--- src/rtl/note_sequencer.sv ---
// rtl/note_sequencer.sv - pattern step sequencer driving the note-duration counter and tone generator
//
// Walks a programmable pattern of up to STEPS notes. Each step is
// {rest, len[1:0], note} and lasts len+1 note periods. A note period ends
// when the external duration counter raises count_done.
//
// Ports:
//   Clk, Reset          clock (rising edge), asynchronous active-low reset
//   wr_en/addr/data     pattern memory write port, usable in any state
//   play, stop          start from step 0 / abort (stop has priority)
//   loop_en, last_step  wrap-or-finish control, sampled when a step ends
//   count_done          duration counter elapsed (level)
//   count_inc           sample-rate tick to the duration counter
//   note_change         duration counter restart pulse
//   note_code, gate     current note and its sounding flag
//   step_idx, busy      current step, sequencer active
//   done                one-cycle pulse when a non-looping pattern ends
module note_sequencer #(
    parameter int STEPS      = 16,
    parameter int NOTE_W     = 8,
    parameter int SAMPLE_DIV = 1134,
    localparam int AW        = $clog2(STEPS)
) (
    input  logic              Clk,
    input  logic              Reset,
    input  logic              wr_en,
    input  logic [AW-1:0]     wr_addr,
    input  logic [NOTE_W+2:0] wr_data,
    input  logic              play,
    input  logic              stop,
    input  logic              loop_en,
    input  logic [AW-1:0]     last_step,
    input  logic              count_done,
    output logic              count_inc,
    output logic              note_change,
    output logic [NOTE_W-1:0] note_code,
    output logic              gate,
    output logic [AW-1:0]     step_idx,
    output logic              busy,
    output logic              done
);

    localparam int DW   = NOTE_W + 3;
    localparam int DIVW = $clog2(SAMPLE_DIV);
    localparam logic [DIVW-1:0] DIV_LAST = DIVW'(SAMPLE_DIV - 1);

    typedef enum logic [2:0] {
        S_IDLE    = 3'd0,
        S_FETCH   = 3'd1,
        S_START   = 3'd2,
        S_RUN     = 3'd3,
        S_ADVANCE = 3'd4
    } state_t;

    state_t            state_q, state_d;
    logic [DW-1:0]     mem_q [STEPS];
    logic [DW-1:0]     cur_q, cur_d;
    logic [AW-1:0]     step_q, step_d;
    logic [1:0]        rep_q, rep_d;
    logic [DIVW-1:0]   div_q, div_d;
    logic              done_q, done_d;

    logic              cur_rest;
    logic [1:0]        cur_len;

    assign cur_rest = cur_q[DW-1];
    assign cur_len  = cur_q[NOTE_W+1:NOTE_W];

    // Pattern memory: writes are accepted in every state. A write to the
    // step being fetched lands on the same edge as the fetch, so the fetch
    // sees the old contents.
    always_ff @(posedge Clk or negedge Reset) begin
        if (!Reset) begin
            for (int i = 0; i < STEPS; i++) begin
                mem_q[i] <= '0;
            end
        end else if (wr_en) begin
            mem_q[wr_addr] <= wr_data;
        end
    end

    // State register
    always_ff @(posedge Clk or negedge Reset) begin
        if (!Reset) begin
            state_q <= S_IDLE;
        end else begin
            state_q <= state_d;
        end
    end

    // Next-state logic; stop overrides every transition, including play.
    always_comb begin
        state_d = state_q;
        case (state_q)
            S_IDLE:    if (play) state_d = S_FETCH;
            S_FETCH:   state_d = S_START;
            S_START:   state_d = S_RUN;
            S_RUN: begin
                if (count_done) begin
                    state_d = (rep_q < cur_len) ? S_START : S_ADVANCE;
                end
            end
            S_ADVANCE: begin
                if ((step_q != last_step) || loop_en) begin
                    state_d = S_FETCH;
                end else begin
                    state_d = S_IDLE;
                end
            end
            default:   state_d = S_IDLE;
        endcase
        if (stop) begin
            state_d = S_IDLE;
        end
    end

    // Datapath next-state; a stop cycle freezes everything so step_idx and
    // note_code keep their values and done is never raised.
    always_comb begin
        cur_d  = cur_q;
        step_d = step_q;
        rep_d  = rep_q;
        div_d  = div_q;
        done_d = 1'b0;
        if (!stop) begin
            case (state_q)
                S_IDLE: begin
                    if (play) begin
                        step_d = '0;
                        rep_d  = '0;
                    end
                end
                S_FETCH: cur_d = mem_q[step_q];
                S_START: div_d = '0;
                S_RUN: begin
                    div_d = (div_q == DIV_LAST) ? '0 : div_q + DIVW'(1);
                    if (count_done && (rep_q < cur_len)) begin
                        rep_d = rep_q + 2'd1;
                    end
                end
                S_ADVANCE: begin
                    rep_d = '0;
                    // Modular increment: if last_step was lowered below the
                    // current index, the walk wraps through STEPS-1 to 0.
                    if (step_q != last_step) begin
                        step_d = step_q + AW'(1);
                    end else if (loop_en) begin
                        step_d = '0;
                    end else begin
                        done_d = 1'b1;
                    end
                end
                default: ;
            endcase
        end
    end

    always_ff @(posedge Clk or negedge Reset) begin
        if (!Reset) begin
            cur_q  <= '0;
            step_q <= '0;
            rep_q  <= '0;
            div_q  <= '0;
            done_q <= 1'b0;
        end else begin
            cur_q  <= cur_d;
            step_q <= step_d;
            rep_q  <= rep_d;
            div_q  <= div_d;
            done_q <= done_d;
        end
    end

    // Outputs decode registered state only; done is registered so it
    // appears in the IDLE cycle that follows the final ADVANCE.
    always_comb begin
        note_change = (state_q == S_START);
        gate        = ((state_q == S_START) || (state_q == S_RUN)) && !cur_rest;
        count_inc   = (state_q == S_RUN) && (div_q == DIV_LAST);
        busy        = (state_q != S_IDLE);
    end

    assign note_code = cur_q[NOTE_W-1:0];
    assign step_idx  = step_q;
    assign done      = done_q;

endmodule

--- config.mk ---
export PLATFORM = sky130hd
export DESIGN_NAME = note_sequencer
export DESIGN_NICKNAME = d
export VERILOG_FILES = /design/src/rtl/note_sequencer.sv
export SDC_FILE = /design/constraint.sdc
export NUM_CORES = 1
export LEC_CHECK = 0
export CORE_MARGIN = 10
export CORE_UTILIZATION = 36
export DETAILED_ROUTE_END_ITERATION = 12
export GPL_ROUTABILITY_DRIVEN = 0
export HOLD_SLACK_MARGIN = 0.1
export PLACE_DENSITY = 0.59
export SETUP_SLACK_MARGIN = 0.15
export SLEW_MARGIN = 10
export SYNTH_ARGS = -nofsm -noshare
export SYNTH_HDL_FRONTEND = slang
export SYNTH_SLANG_ARGS = --single-unit
--- constraint.sdc ---
create_clock -name Clk -period 2.1 [get_ports Clk]
set_clock_uncertainty 0.15 [all_clocks]
set_input_delay 0.63 -clock Clk [delete_from_list [all_inputs] [get_ports Clk]]
set_output_delay 0.63 -clock Clk [all_outputs]
set_load 0.01 [all_outputs]
==> impl_metrics.ini <==
[status]
run_status = finished with violations
violations = negative setup slack

[grt]
grt_usage_pct = 13.97
grt_pass1_wl_mm = 37.91
grt.busiest_layer = met2
use_met3_pct = 2.067
grtUsageMet1_pct = 18.75
grt_pass1_vias = 6575
antenna_found_initial = 0
gr-total-overflow = 0
grt_max_degree = 45
grtUsageMet2_pct = 23.31

[floorplan]
core_um2 = 26950
die_w_um = 185.5
die_y_um = 185.5
rows = 60
dieArea_um2 = 34410
start_util_pct = 36.58
io_pins = 43

[sta]
worst_hold_slack_ns = 0.3503
setup_ws_ns = -0.4214
finalCritPeriodShare_pct = 120.1
max_slew_margin_pct = 69.26
final_hold_viol_count = 0
layout_min_cycle_time_ns = 2.521
worst_pin_slew_ns = 0.4610
rsz0062_at_grt = yes
max_freq_mhz = 396.6
slew_violations = 0
setup_viol = 4

[synth]
synth-seq-cells = 208
yosys.area.top_type = dfrtp_1
yosysWarningCount = 0
avgSynthCellArea_um2 = 13.77
synthArstFlopShare_pct = 100.0
synth-edff-count = 0
synth_nets = 746
ys_top_cells_by_area = dfrtp_1 53%, mux2_2 20%, mux4_2 5.0%
yosysSeqAreaShare_pct = 52.79
synthFlopType = dfrtp_1
yosysTopAreaCellShare_pct = 52.79
syn_area_um2 = 9859
syn_inst = 716
ys_types = 54

[setup_path]
required_ns = 1.32
timing.rr.start = state_q[1]
rr_worst_depth = 8
crit_arrival_ns = 1.74
rrSetupSlack_ns = 0.03
path_max_fanout = 2
cp-start-kind = flip-flop
crit_type = reg2out
reg2reg_to = step_idx[3]
crit_path_end_kind = primary output

[detailed_routing]
drc = 0
viasPerCell = 5.165
avgRoutedWirePerCell_um = 19.97
drt_iter0_markers = 354
wl_mm = 23.78
antenna_left = 0
vias = 6152
firstDrtPassIters = 4

[power]
p_total_mw = 11.95
pwr_density_cell_nw_per_um2 = 950.2
max-vdd-ir-drop_v = 0.0005490
p_leak_nw = 5.321

[min_path]
holdPathEnd = mem_q[131]
min_from = mem_q[131]
hold_depth = 1
hold_class = reg2reg

[clock_tree]
htree_levels = 1
numClockSinks = 208
cts_tree = done
cts_inserted_buffers = 23
cts-root-buf = clkbuf_16
clkLatencyLatePin_ns = 0.51
cts_buffer_depth = 3
clk_pin_slew_worst_paths_ns = 0.06

[placement]
postPlaceCellArea_um2 = 11360
dp_hpwl_mm = 15.58
numPortBuffers = 42

[cells_and_area]
syn_to_final_growth_pct = 27.53
nNetsFinal = 864
fin_area_um2 = 12570
n_antenna_cell = 0
layout-drive-gt1-share_pct = 47.88
final_common_cell = dfrtp_1
final_cell_mix = 205 x dfrtp_1, 177 x mux2_2, 75 x buf_4, 45 x mux2i_1

[run]
max_cap_violations = 0
registers in the layout, indices dropped and copies added (netlist names):
register,cells
cur_q,11
rep_q,2
step_idx,4
div_q,11
mem_q,176
state_q,3
done,1
worst max-delay path by stage:
stage,from,end,slack [ns]
3_3_place_gp,div_q[8],count_inc,-0.43
3_5_place_dp,div_q[1],count_inc,-0.45
2_1_floorplan,div_q[1],count_inc,0.14
5_1_grt,div_q[7],count_inc,-0.57
4_1_cts,div_q[8],count_inc,-0.48
6_report,div_q[7],count_inc,-0.42
timing repair:
action                     4_1_cts  5_1_grt
setup endpoints to repair       29       51
gates cloned                     2        0
hold endpoints to repair        36        0
hold buffers                     1        0
pin swaps                       18       15
gates resized for setup         83       38
buffers inserted                13        5
worst max-delay path, cell delays in order (launching register included):
cell      delay [ns]
dfrtp_1         0.38
nor4bb_2        0.29
buf_4           0.16
nor4bb_4        0.25
buf_2           0.16
layout make-up:
cell class                      instances  area [um^2]
Tap cell                              341        426.7
Inverter                                9        33.78
Fill cell                            2354        14380
Multi-Input combinational cell        439         4509
Sequential cell                       208         5211
Timing Repair Buffer                  153         1575
Clock inverter                          8        143.9
Clock buffer                           33        673.1
cells in the mapped netlist (all sizes together), types with 4 or more instances:
cell type	count
nor4	5
nand2b	18
o21ai	4
nand3b	4
clkbuf	17
a21oi	4
nor2b	7
buf	43
nor2	30
o211ai	10
dfrtp	208
mux4	23
inv	9
mux2i	45
a32oi	9
ha	4
nand3	7
nor3b	4
a22oi	20
nor3	7
nand2	20
xor2	7
xnor2	6
mux2	178
kinds of logic (layout without fill, tap and decap cells):
logic type	count (synthesis)	after routing	share of synthesized area [%]
AOI/OAI and AO/OA	58	58	4.683
xor gates and xnor gates	13	13	1.155
muxes	246	246	30.19
adders and majority gates	4	4	0.5076
DFF	208	208	52.79
and+or+nand+nor	118	118	6.992
buffers and inverters	69	203	3.680
routing by layer:
| metal | part of all wire, % | up-vias |
|---|---|---|
| met5 | 0 | - |
| met4 | 1.4 | 0 |
| met3 | 3.0 | 26 |
| met2 | 50 | 67 |
| met1 | 46 | 3212 |
| li1 | - | 2847 |
power breakdown:
group | internal (mW) | leakage, nW | switching [mW] | total [mW]
Combinational | 1.36 | 2.33 | 0.895 | 2.25
Sequential | 4.91 | 2.59 | 0.474 | 5.39
Clock | 2.71 | 0.404 | 1.60 | 4.31
Total | 8.98 | 5.32 | 2.97 | 11.9
stage by stage:
step / utilization (%) / cells / setup slack (ns) / setup TNS, ns
2_1_floorplan: - / 716 / 0.1415 / 0
3_3_place_gp: 42.14 / 1129 / -0.4328 / -51.15
3_5_place_dp: 42.14 / 1129 / -0.4480 / -54.21
4_1_cts: 46.05 / 1186 / -0.4848 / -0.8073
5_1_grt: 46.65 / 1191 / -0.5662 / -1.159
6_report: 46.65 / 1191 / -0.4214 / -0.7141
(Power assumes the default switching activity.)
